--- config.mk ---
export PLATFORM = sky130hd
export DESIGN_NAME = pipe_ctrl
export DESIGN_NICKNAME = d
export VERILOG_FILES = /design/src/rtl/pipe_ctrl.sv
export SDC_FILE = /design/constraint.sdc
export NUM_CORES = 1
export LEC_CHECK = 0
export CORE_ASPECT_RATIO = 0.6
export CORE_MARGIN = 2
export CORE_UTILIZATION = 46
export CTS_BUF_LIST = sky130_fd_sc_hd__clkbuf_16
export DETAILED_ROUTE_END_ITERATION = 12
export GPL_TIMING_DRIVEN = 1
export PLACE_DENSITY = 0.79
export SLEW_MARGIN = 20
export SYNTH_ARGS = -nofsm -noshare
export SYNTH_HDL_FRONTEND = slang
export SYNTH_SLANG_ARGS = --single-unit
--- constraint.sdc ---
create_clock -name clk -period 2.2 [get_ports clk]
set_clock_uncertainty 0.2 [all_clocks]
set_input_delay 0.55 -clock clk [delete_from_list [all_inputs] [get_ports clk]]
set_output_delay 0.55 -clock clk [all_outputs]
set_load 0.01 [all_outputs]
--- src/rtl/pipe_ctrl.sv ---
// ---------------------------------------------------------------------------
// pipe_ctrl - hazard and sequencing controller for the 5-stage core.
//
// Decides, every cycle, which pipeline registers hold and which load a bubble.
// Hold/flush outputs are combinational from the registered FSM state plus the
// current hazard inputs; the FSM, wait counter and drain counter are
// registered.
//
// Parameters:
//   MEM_TIMEOUT  - consecutive data-memory wait cycles tolerated before the
//                  controller enters FAULT (2..255)
//   DRAIN_CYCLES - fetch bubbles inserted after a halt request before
//                  `halted` is reported (1..15)
//
// Ports:
//   clk, rst                  core clock, asynchronous active-high reset
//   id_rs1/id_rs2, id_uses_*  source operands of the instruction in ID
//   ex_rd, ex_write_reg,
//   ex_read_mem               destination info of the instruction in EX
//   ex_branch_taken           EX resolved a taken branch/jump
//   mem_req, mem_ready        data-memory handshake of the MEM stage
//   halt_req                  external halt request (level)
//   pc_hold .. mem_wb_flush   hold/flush controls for the pipeline registers
//   halted                    core halted and drained
//   fault                     memory timeout, sticky until rst
//
// Optional feature (macro PIPE_CTRL_PERF_EN): adds the 32-bit wrapping
// counters perf_stall_cycles, perf_flush_count and perf_loaduse_count.
// ---------------------------------------------------------------------------
module pipe_ctrl #(
    parameter int unsigned MEM_TIMEOUT  = 16,
    parameter int unsigned DRAIN_CYCLES = 4
) (
    input  logic        clk,
    input  logic        rst,
    input  logic [4:0]  id_rs1,
    input  logic [4:0]  id_rs2,
    input  logic        id_uses_rs1,
    input  logic        id_uses_rs2,
    input  logic [4:0]  ex_rd,
    input  logic        ex_write_reg,
    input  logic        ex_read_mem,
    input  logic        ex_branch_taken,
    input  logic        mem_req,
    input  logic        mem_ready,
    input  logic        halt_req,
    output logic        pc_hold,
    output logic        if_id_hold,
    output logic        if_id_flush,
    output logic        id_ex_hold,
    output logic        id_ex_flush,
    output logic        ex_mem_hold,
    output logic        mem_wb_flush,
    output logic        halted,
    output logic        fault
`ifdef PIPE_CTRL_PERF_EN
    ,
    output logic [31:0] perf_stall_cycles,
    output logic [31:0] perf_flush_count,
    output logic [31:0] perf_loaduse_count
`endif
);

    typedef enum logic [2:0] {
        StInit,
        StRun,
        StMemWait,
        StDrain,
        StHalted,
        StFault
    } state_e;

    localparam logic [8:0] TimeoutLim = 9'(MEM_TIMEOUT);
    localparam logic [3:0] DrainLast  = 4'(DRAIN_CYCLES - 1);

    state_e      state_q, state_d;
    logic [7:0]  wait_cnt_q, wait_cnt_d;
    logic [3:0]  drain_cnt_q, drain_cnt_d;
    // Remembers whether the current memory wait interrupted a drain.
    logic        from_drain_q, from_drain_d;

    logic        load_use;
    logic        mem_stall;
    logic        freeze;     // memory freeze of the whole front end
    logic        decode;     // branch/load-use decode is live this cycle
    logic        drain_ovl;  // drain bubbles forced on top of the decode
    logic        br_flush;
    logic        lu_stall;
    logic        drain_tick;
    logic [8:0]  wait_inc;

    assign load_use = ex_read_mem & ex_write_reg & (ex_rd != 5'd0) &
                      ((id_uses_rs1 & (id_rs1 == ex_rd)) |
                       (id_uses_rs2 & (id_rs2 == ex_rd)));
    assign mem_stall = mem_req & ~mem_ready;
    assign wait_inc  = {1'b0, wait_cnt_q} + 9'd1;

    // ------------------------------------------------------------------
    // Hold / flush outputs
    // ------------------------------------------------------------------
    always_comb begin
        pc_hold      = 1'b0;
        if_id_hold   = 1'b0;
        if_id_flush  = 1'b0;
        id_ex_hold   = 1'b0;
        id_ex_flush  = 1'b0;
        ex_mem_hold  = 1'b0;
        mem_wb_flush = 1'b0;
        halted       = 1'b0;
        fault        = 1'b0;
        freeze       = 1'b0;
        decode       = 1'b0;
        drain_ovl    = 1'b0;

        unique case (state_q)
            StInit: begin
                pc_hold      = 1'b1;
                if_id_flush  = 1'b1;
                id_ex_flush  = 1'b1;
                mem_wb_flush = 1'b1;
            end
            StRun: begin
                if (mem_stall) freeze = 1'b1;
                else           decode = 1'b1;
            end
            StDrain: begin
                if (mem_stall) begin
                    freeze = 1'b1;
                end else begin
                    decode    = 1'b1;
                    drain_ovl = 1'b1;
                end
            end
            StMemWait: begin
                // The release cycle already decodes branch/load-use.
                if (!mem_ready) begin
                    freeze = 1'b1;
                end else begin
                    decode    = 1'b1;
                    drain_ovl = from_drain_q;
                end
            end
            StHalted: begin
                pc_hold     = 1'b1;
                if_id_flush = 1'b1;
                id_ex_flush = 1'b1;
                halted      = 1'b1;
            end
            StFault: begin
                pc_hold      = 1'b1;
                if_id_hold   = 1'b1;
                id_ex_hold   = 1'b1;
                ex_mem_hold  = 1'b1;
                mem_wb_flush = 1'b1;
                fault        = 1'b1;
            end
            default: begin
                pc_hold      = 1'b1;
                if_id_flush  = 1'b1;
                id_ex_flush  = 1'b1;
                mem_wb_flush = 1'b1;
            end
        endcase

        // A taken branch squashes the wrong-path instruction in ID, so a
        // simultaneous load-use on it is irrelevant.
        br_flush = decode & ex_branch_taken;
        lu_stall = decode & ~ex_branch_taken & load_use;

        if (freeze) begin
            pc_hold      = 1'b1;
            if_id_hold   = 1'b1;
            id_ex_hold   = 1'b1;
            ex_mem_hold  = 1'b1;
            mem_wb_flush = 1'b1;
        end
        if (br_flush) begin
            if_id_flush = 1'b1;
            id_ex_flush = 1'b1;
        end
        if (lu_stall) begin
            pc_hold     = 1'b1;
            if_id_hold  = 1'b1;
            id_ex_flush = 1'b1;
        end
        // While draining, fetch stops and IF/ID takes a bubble; a bubble
        // overrides any IF/ID hold requested by a load-use.
        if (drain_ovl) begin
            pc_hold     = 1'b1;
            if_id_flush = 1'b1;
            if_id_hold  = 1'b0;
        end
    end

    // ------------------------------------------------------------------
    // Next-state logic
    // ------------------------------------------------------------------
    always_comb begin
        state_d      = state_q;
        wait_cnt_d   = wait_cnt_q;
        drain_cnt_d  = drain_cnt_q;
        from_drain_d = from_drain_q;
        drain_tick   = 1'b0;

        unique case (state_q)
            StInit: state_d = StRun;
            StRun: begin
                if (mem_stall) begin
                    state_d      = StMemWait;
                    wait_cnt_d   = 8'd1;
                    from_drain_d = 1'b0;
                end else if (halt_req) begin
                    state_d     = StDrain;
                    drain_cnt_d = 4'd0;
                end
            end
            StDrain: begin
                if (mem_stall) begin
                    state_d      = StMemWait;
                    wait_cnt_d   = 8'd1;
                    from_drain_d = 1'b1;
                end else begin
                    drain_tick = 1'b1;
                end
            end
            StMemWait: begin
                if (!mem_ready) begin
                    if (wait_inc >= TimeoutLim) state_d = StFault;
                    else                        wait_cnt_d = wait_inc[7:0];
                end else if (from_drain_q) begin
                    // Release cycle is a non-stalled drain cycle.
                    drain_tick = 1'b1;
                end else begin
                    state_d = StRun;
                end
            end
            StHalted: begin
                if (!halt_req) state_d = StRun;
            end
            StFault: state_d = StFault;
            default: state_d = StInit;
        endcase

        if (drain_tick) begin
            if (!halt_req) begin
                state_d = StRun;
            end else if (drain_cnt_q == DrainLast) begin
                state_d = StHalted;
            end else begin
                state_d     = StDrain;
                drain_cnt_d = drain_cnt_q + 4'd1;
            end
        end
    end

    always_ff @(posedge clk or posedge rst) begin
        if (rst) begin
            state_q      <= StInit;
            wait_cnt_q   <= 8'd0;
            drain_cnt_q  <= 4'd0;
            from_drain_q <= 1'b0;
        end else begin
            state_q      <= state_d;
            wait_cnt_q   <= wait_cnt_d;
            drain_cnt_q  <= drain_cnt_d;
            from_drain_q <= from_drain_d;
        end
    end

`ifdef PIPE_CTRL_PERF_EN
    logic [31:0] stall_cyc_q, flush_cnt_q, lu_cnt_q;

    always_ff @(posedge clk or posedge rst) begin
        if (rst) begin
            stall_cyc_q <= 32'd0;
            flush_cnt_q <= 32'd0;
            lu_cnt_q    <= 32'd0;
        end else begin
            if (freeze)   stall_cyc_q <= stall_cyc_q + 32'd1;
            if (br_flush) flush_cnt_q <= flush_cnt_q + 32'd1;
            if (lu_stall) lu_cnt_q    <= lu_cnt_q + 32'd1;
        end
    end

    assign perf_stall_cycles  = stall_cyc_q;
    assign perf_flush_count   = flush_cnt_q;
    assign perf_loaduse_count = lu_cnt_q;
`endif

endmodule

### Word level (Yosys, flattened, before mapping)

Index checks and enable logic that the tools add are counted.

| storage, ports and cells | value |
|---|---|
| register bits after elaboration | 16 |
| latch bits | 0 |
| bits in writable memories | 0 |
| bits in read-only memories | 0 |
| input bits | 25 |
| output and inout bits | 9 |
| word-level logic and storage cells | 98 |
| memories kept | 0 |

| cells by class | value |
|---|---|
| add/subtract/negate cells | 2 |
| multipliers | 0 |
| div/mod/pow operators | 0 |
| $lt $le $gt $ge | 1 |
| eq/ne operators | 18 |
| shift-type cells | 0 |
| muxes and demuxes | 50 |
| bitwise operators | 12 |
| reduce and logical (&&, ||, !) cells | 11 |

Operators by type and width:

| cell | number |
|---|---|
| two-way mux 3 bit | 10 |
| two-way mux 1 bit | 24 |
| two-way mux 4 bit | 6 |
| two-way mux 8 bit | 3 |
| one-hot mux 3 bit (6 select lines) | 1 |
| one-hot mux 8 bit (2 select lines) | 1 |
| inequality test 4 bit, second input constant | 3 |
| == test 5 bit | 2 |
| one-hot mux 1 bit (2 select lines) | 5 |
| adder 8 x 1 -> 9 bit, second input constant | 1 |
| bitwise AND 1 bit | 9 |
| greater-or-equal comparator 9 x 5 -> 1 bit, second input constant | 1 |
| inequality test 2 bit, second input constant | 4 |
| OR reduction 4 bit | 2 |
| == test 3 x 2 -> 1 bit, second input constant | 2 |
| == test 3 bit, second input constant | 2 |
| inequality test 3 bit, second input constant | 2 |
| AND reduction 5 bit | 1 |
| nonzero test 5 bit | 1 |
| adder 4 x 1 -> 4 bit, second input constant | 1 |
| == test 4 x 2 -> 1 bit, second input constant | 1 |
| AND reduction 4 bit | 1 |
| nonzero test 2 bit | 2 |
| == test 3 x 1 -> 1 bit, second input constant | 1 |
| 7 further kinds | 8 |

### Depth between registers and ports, before layout

| logic depth | value |
|---|---|
| depth in word-level cells | 8 |
| mapped depth | 6 |
| gate-level depth less buffers | 6 |

### Worst setup path after synthesis

OpenSTA, ideal clock, no wires.

| timing path | value |
|---|---|
| kind | input-to-output |
| from | in ex_rd[1] |
| to | out if_id_hold |
| arrival | 1.469 ns |
| data required time | 1.450 ns |
| path slack | -0.019 ns |
| cell stages on the path | 3 |
| path buffers | 0 |
| cell sequence | or4_1 > o2111ai_1 > a31oi_1 |

| between the ends | value |
|---|---|
| word-level cells in the longest chain between the ends | 7 |
| elaborated cells on any way between the ends | 11 |
| those cells by class | eq/ne (2); mux (2); bitwise (6); reduce/logical (1) |

Ends and longest elaborated chain:

| element | RTL line | RTL |
|---|---|---|
| start: declaration | 40 | `input logic [4:0] ex_rd,` |
| == test 5 bit (on tied branches) | 93, 94 |  |
| bitwise AND 1 bit (on tied branches) | 93, 94 |  |
| bitwise OR 1 bit | 93 | `((id_uses_rs1 & (id_rs1 == ex_rd)) \|` |
| bitwise AND 1 bit * | 92 | `assign load_use = ex_read_mem & ex_write_reg & (ex_rd != 5'd0) &` |
| bitwise AND 1 bit * | 168 | `lu_stall = decode & ~ex_branch_taken & load_use;` |
| two-way mux 1 bit * | 181 | `if (lu_stall) begin` |
| two-way mux 1 bit * | 188 | `if (drain_ovl) begin` |
| end: declaration | 48 | `output logic if_id_hold,` |

Every way passes the cells marked *; elsewhere a longest branch is shown, timed or not.

### Worst setup path in the final report

| timing path | value |
|---|---|
| from | in id_rs1[0] |
| to | out if_id_hold |

| between the ends | value |
|---|---|
| word-level cells in the longest chain between the ends | 7 |

Ends and longest elaborated chain:

| element | RTL line | RTL |
|---|---|---|
| start: declaration | 36 | `input logic [4:0] id_rs1,` |
| == test 5 bit | 93 |  |
| bitwise AND 1 bit | 93 |  |
| bitwise OR 1 bit | 93 |  |
| bitwise AND 1 bit | 92 |  |
| bitwise AND 1 bit | 168 |  |
| two-way mux 1 bit | 181 |  |
| two-way mux 1 bit | 188 |  |

No other way between the ends.

==> flow_summary.ini <==
[yosys]
synth_top_area_frac = 0.371
async_flop_share = 1.00
syn_area_sq_mm = 0.00108
ys_ff_latch = 16
synth_edf_count = 0
synthTopCellsByCount = dfrtp_1 (16), nand2_1 (11), xnor2_1 (11), nor2_1 (10)
syn_area_per_cell_sq_um = 9.23
synth_seq_area_share = 0.371
synth.area.top_cells = dfrtp_1 (37%), xnor2_1 (8.9%), nor2b_1 (4.1%), nand2_1 (3.8%), nor2_1 (3.5%)
yosysMostFrequentCell = dfrtp_1
synth.distinct_cells = 43
synth_nets = 144
synthFlopType = dfrtp_1
yosysTopAreaCell = dfrtp_1
yosysWarnings = 0
syn_inst = 117

[cells_and_area]
final_util = 0.777
layout.nets = 199
fin_cells = 200
antenna_cells = 0
drive_above_1_share = 0.465
fillCellCount = 141
area_growth_pct = 57.9

[critical_path]
cp_max_fo = 2
slowest_delay_ns = 0.20
end_kind = output port
crit_type = in -> out
slowest_stage = clkdlybuf4s15_2
regToRegStartpoint = state_q[2]
crit_required_ns = 1.45
worstPathCellList = clkdlybuf4s15_2 > xnor2_2 > nand4_1 > o22ai_2 > o2111ai_2 > buf_4 > a31oi_1 > buf_2
critPathLaunchType = primary input
critPathLaunch = id_rs1[0]
cp.arrival_ns = 1.80

[cts]
ctsHoldBuffers = 0
ctsRootBufferMaster = clkbuf_16
cts_sinks = 16
numCtsBuffers = 3
clk_path_buf_depth = 2
cts_tree = done
insertion_delay_ns = 0.24
clkTransAtPathRegs_ns = 0.04
cts.htree.levels = 1

[timing]
rsz0062_at_grt = true
drv_slew = 0
postLayoutSetupSlackWorst_ns = -0.352
setup_violations = 4
min_period_ns = 2.55
period_share = 1.16
worstMarginPinSlew_ns = 0.592
slew_headroom = 0.605
finalHoldViolations = 0
fmax_ghz = 0.392

[global_route]
grt_pass1_wl_microns = 6060
grt_pass1_vias = 1214
grt_max_degree = 17
grt.total_usage = 0.296
grt_overflow = 0
antenna_found_initial = 0

[floorplan]
core_area_sq_mm = 0.00220
die_w_microns = 66.6
start_util = 0.492
io_pins = 34
rows = 13
dieArea_sq_mm = 0.00276
die_h_microns = 41.5

[place]
dp.cells = 191
io_buffers = 33
place_ws_ns = -1.08
detailed_place_hpwl_microns = 2600
gp_congestion = 0.851

[route]
viasPerCell = 6.09
drt_iter0_drc = 83
vias = 1217
route.detailed.drc = 0
wl_per_cell_microns = 19.1
drt-total-wl_microns = 3820
firstDrtPassIters = 4
ant_nets = 0

[worst_hold_path]
hp-class = reg -> reg
worst_hold_startpoint = wait_cnt_q[6]

[power_and_ir_drop]
p_switching_uw = 679
p_per_area_mw_per_mm2 = 1040
combPwrFrac = 0.557
power_uw = 1770
p_leak_uw = 0.000839
vdd_drop_max_v = 0.000642
clkPwrFrac = 0.189
p_seq_frac = 0.254
p_sw_frac = 0.383
internal_power_uw = 1090

[status]
violations = setup timing
status = finished with violations

[flow_run]
cap_violations = 0
stage by stage:
step	TNS [ns]	hold slack, ns	area, sq um
2_1_floorplan	-0.00480	0.264	1090
3_3_place_gp	-8.63	0.289	1540
3_5_place_dp	-9.79	0.288	1540
4_1_cts	-0.936	0.307	1650
5_1_grt	-1.28	0.324	1710
6_report	-1.09	0.309	1710
flip-flops by register name, summed over array words and instances (netlist names):
register      count
drain_cnt_q       4
from_drain_q      1
wait_cnt_q        8
state_q           3
cells in the final DEF (no fill, tap or decap), types with 2 or more instances in the layout:
cell,synthesis,final
a21oi_1,2,2
a22o_1,3,3
a31oi_1,3,3
and3_1,2,2
buf_2,0,18
buf_4,2,20
buf_6,1,4
buf_8,0,2
clkbuf_16,0,3
clkdlybuf4s50_1,0,2
dfrtp_1,16,15
dlygate4sd2_1,0,3
dlymetal6s2s_1,0,2
ha_1,2,2
inv_1,2,2
mux2i_1,2,2
nand2_1,11,9
nand2b_4,1,2
nand3_1,3,3
nand4_1,3,3
nor2_1,10,8
nor2_2,1,2
nor2b_1,7,6
nor3_1,3,3
o21ai_0,7,6
or3_4,1,2
xnor2_1,11,4
xnor2_2,0,6
per-layer routing:
metal | up-vias | track usage | wire length, microns
met4 | 0 | 0.0898 | 148
met1 | 617 | 0.402 | 1610
met2 | 54 | 0.480 | 1860
met5 | - | 0 | 0
met3 | 20 | 0.0596 | 204
li1 | 526 | - | -
path summary, 6_finish.rpt:
kind	end	slack [ns]	depth (start not counted)
max	if_id_hold	-0.35	8
min	wait_cnt_q[6]	0.31	1
max reg2reg	wait_cnt_q[3]	0.10	7
min reg2reg	wait_cnt_q[6]	0.31	1
max in group asynchronous	state_q[1]	0.91	2
min in group asynchronous	drain_cnt_q[1]	0.47	2
critical path: cells and delay by family:
| family | cells | cell delay (ns) |
|---|---|---|
| and+or+nand+nor | 1 | 0.17 |
| AOI/OAI and AO/OA | 3 | 0.43 |
| buffers and inverters | 3 | 0.52 |
| xor gates and xnor gates | 1 | 0.14 |
power groups by stage:
stage / Clock [uW] / Sequential, uW / Combinational (uW)
after floorplan: 0 / 414 / 480
after global placement: 0 / 436 / 836
after detailed placement: 0 / 441 / 873
after CTS: 342 / 437 / 908
after global routing: 358 / 457 / 1050
final: 336 / 450 / 988
what timing repair did:
item / in CTS / in global routing
setup buffers: 6 / 0
cloned: 0 / 0
setup endpoints to repair: 16 / 9
resized for setup: 121 / 17
pin swaps: 23 / 18
final cells by class:
| cell class | instances | area, sq um | area share |
|---|---|---|---|
| clock buffer | 3 | 75.1 | 0.0440 |
| sequential | 16 | 402 | 0.236 |
| multi-input combinational | 95 | 771 | 0.452 |
| tap | 30 | 37.5 | 0.0220 |
| inverter | 2 | 7.51 | 0.00440 |
| timing repair buffer | 54 | 413 | 0.242 |
cell families after synthesis:
group	count (synthesis)	synth area share
AND/OR/NAND/NOR	53	0.287
buffers and inverters	6	0.0348
XOR/XNOR	11	0.0892
multiplexers	3	0.0290
flip-flops	16	0.371
adder cells (fa/ha/maj)	2	0.0232
AO/OA/AOI/OAI	26	0.166
No activity file was read; power rests on OpenSTA's default activity.
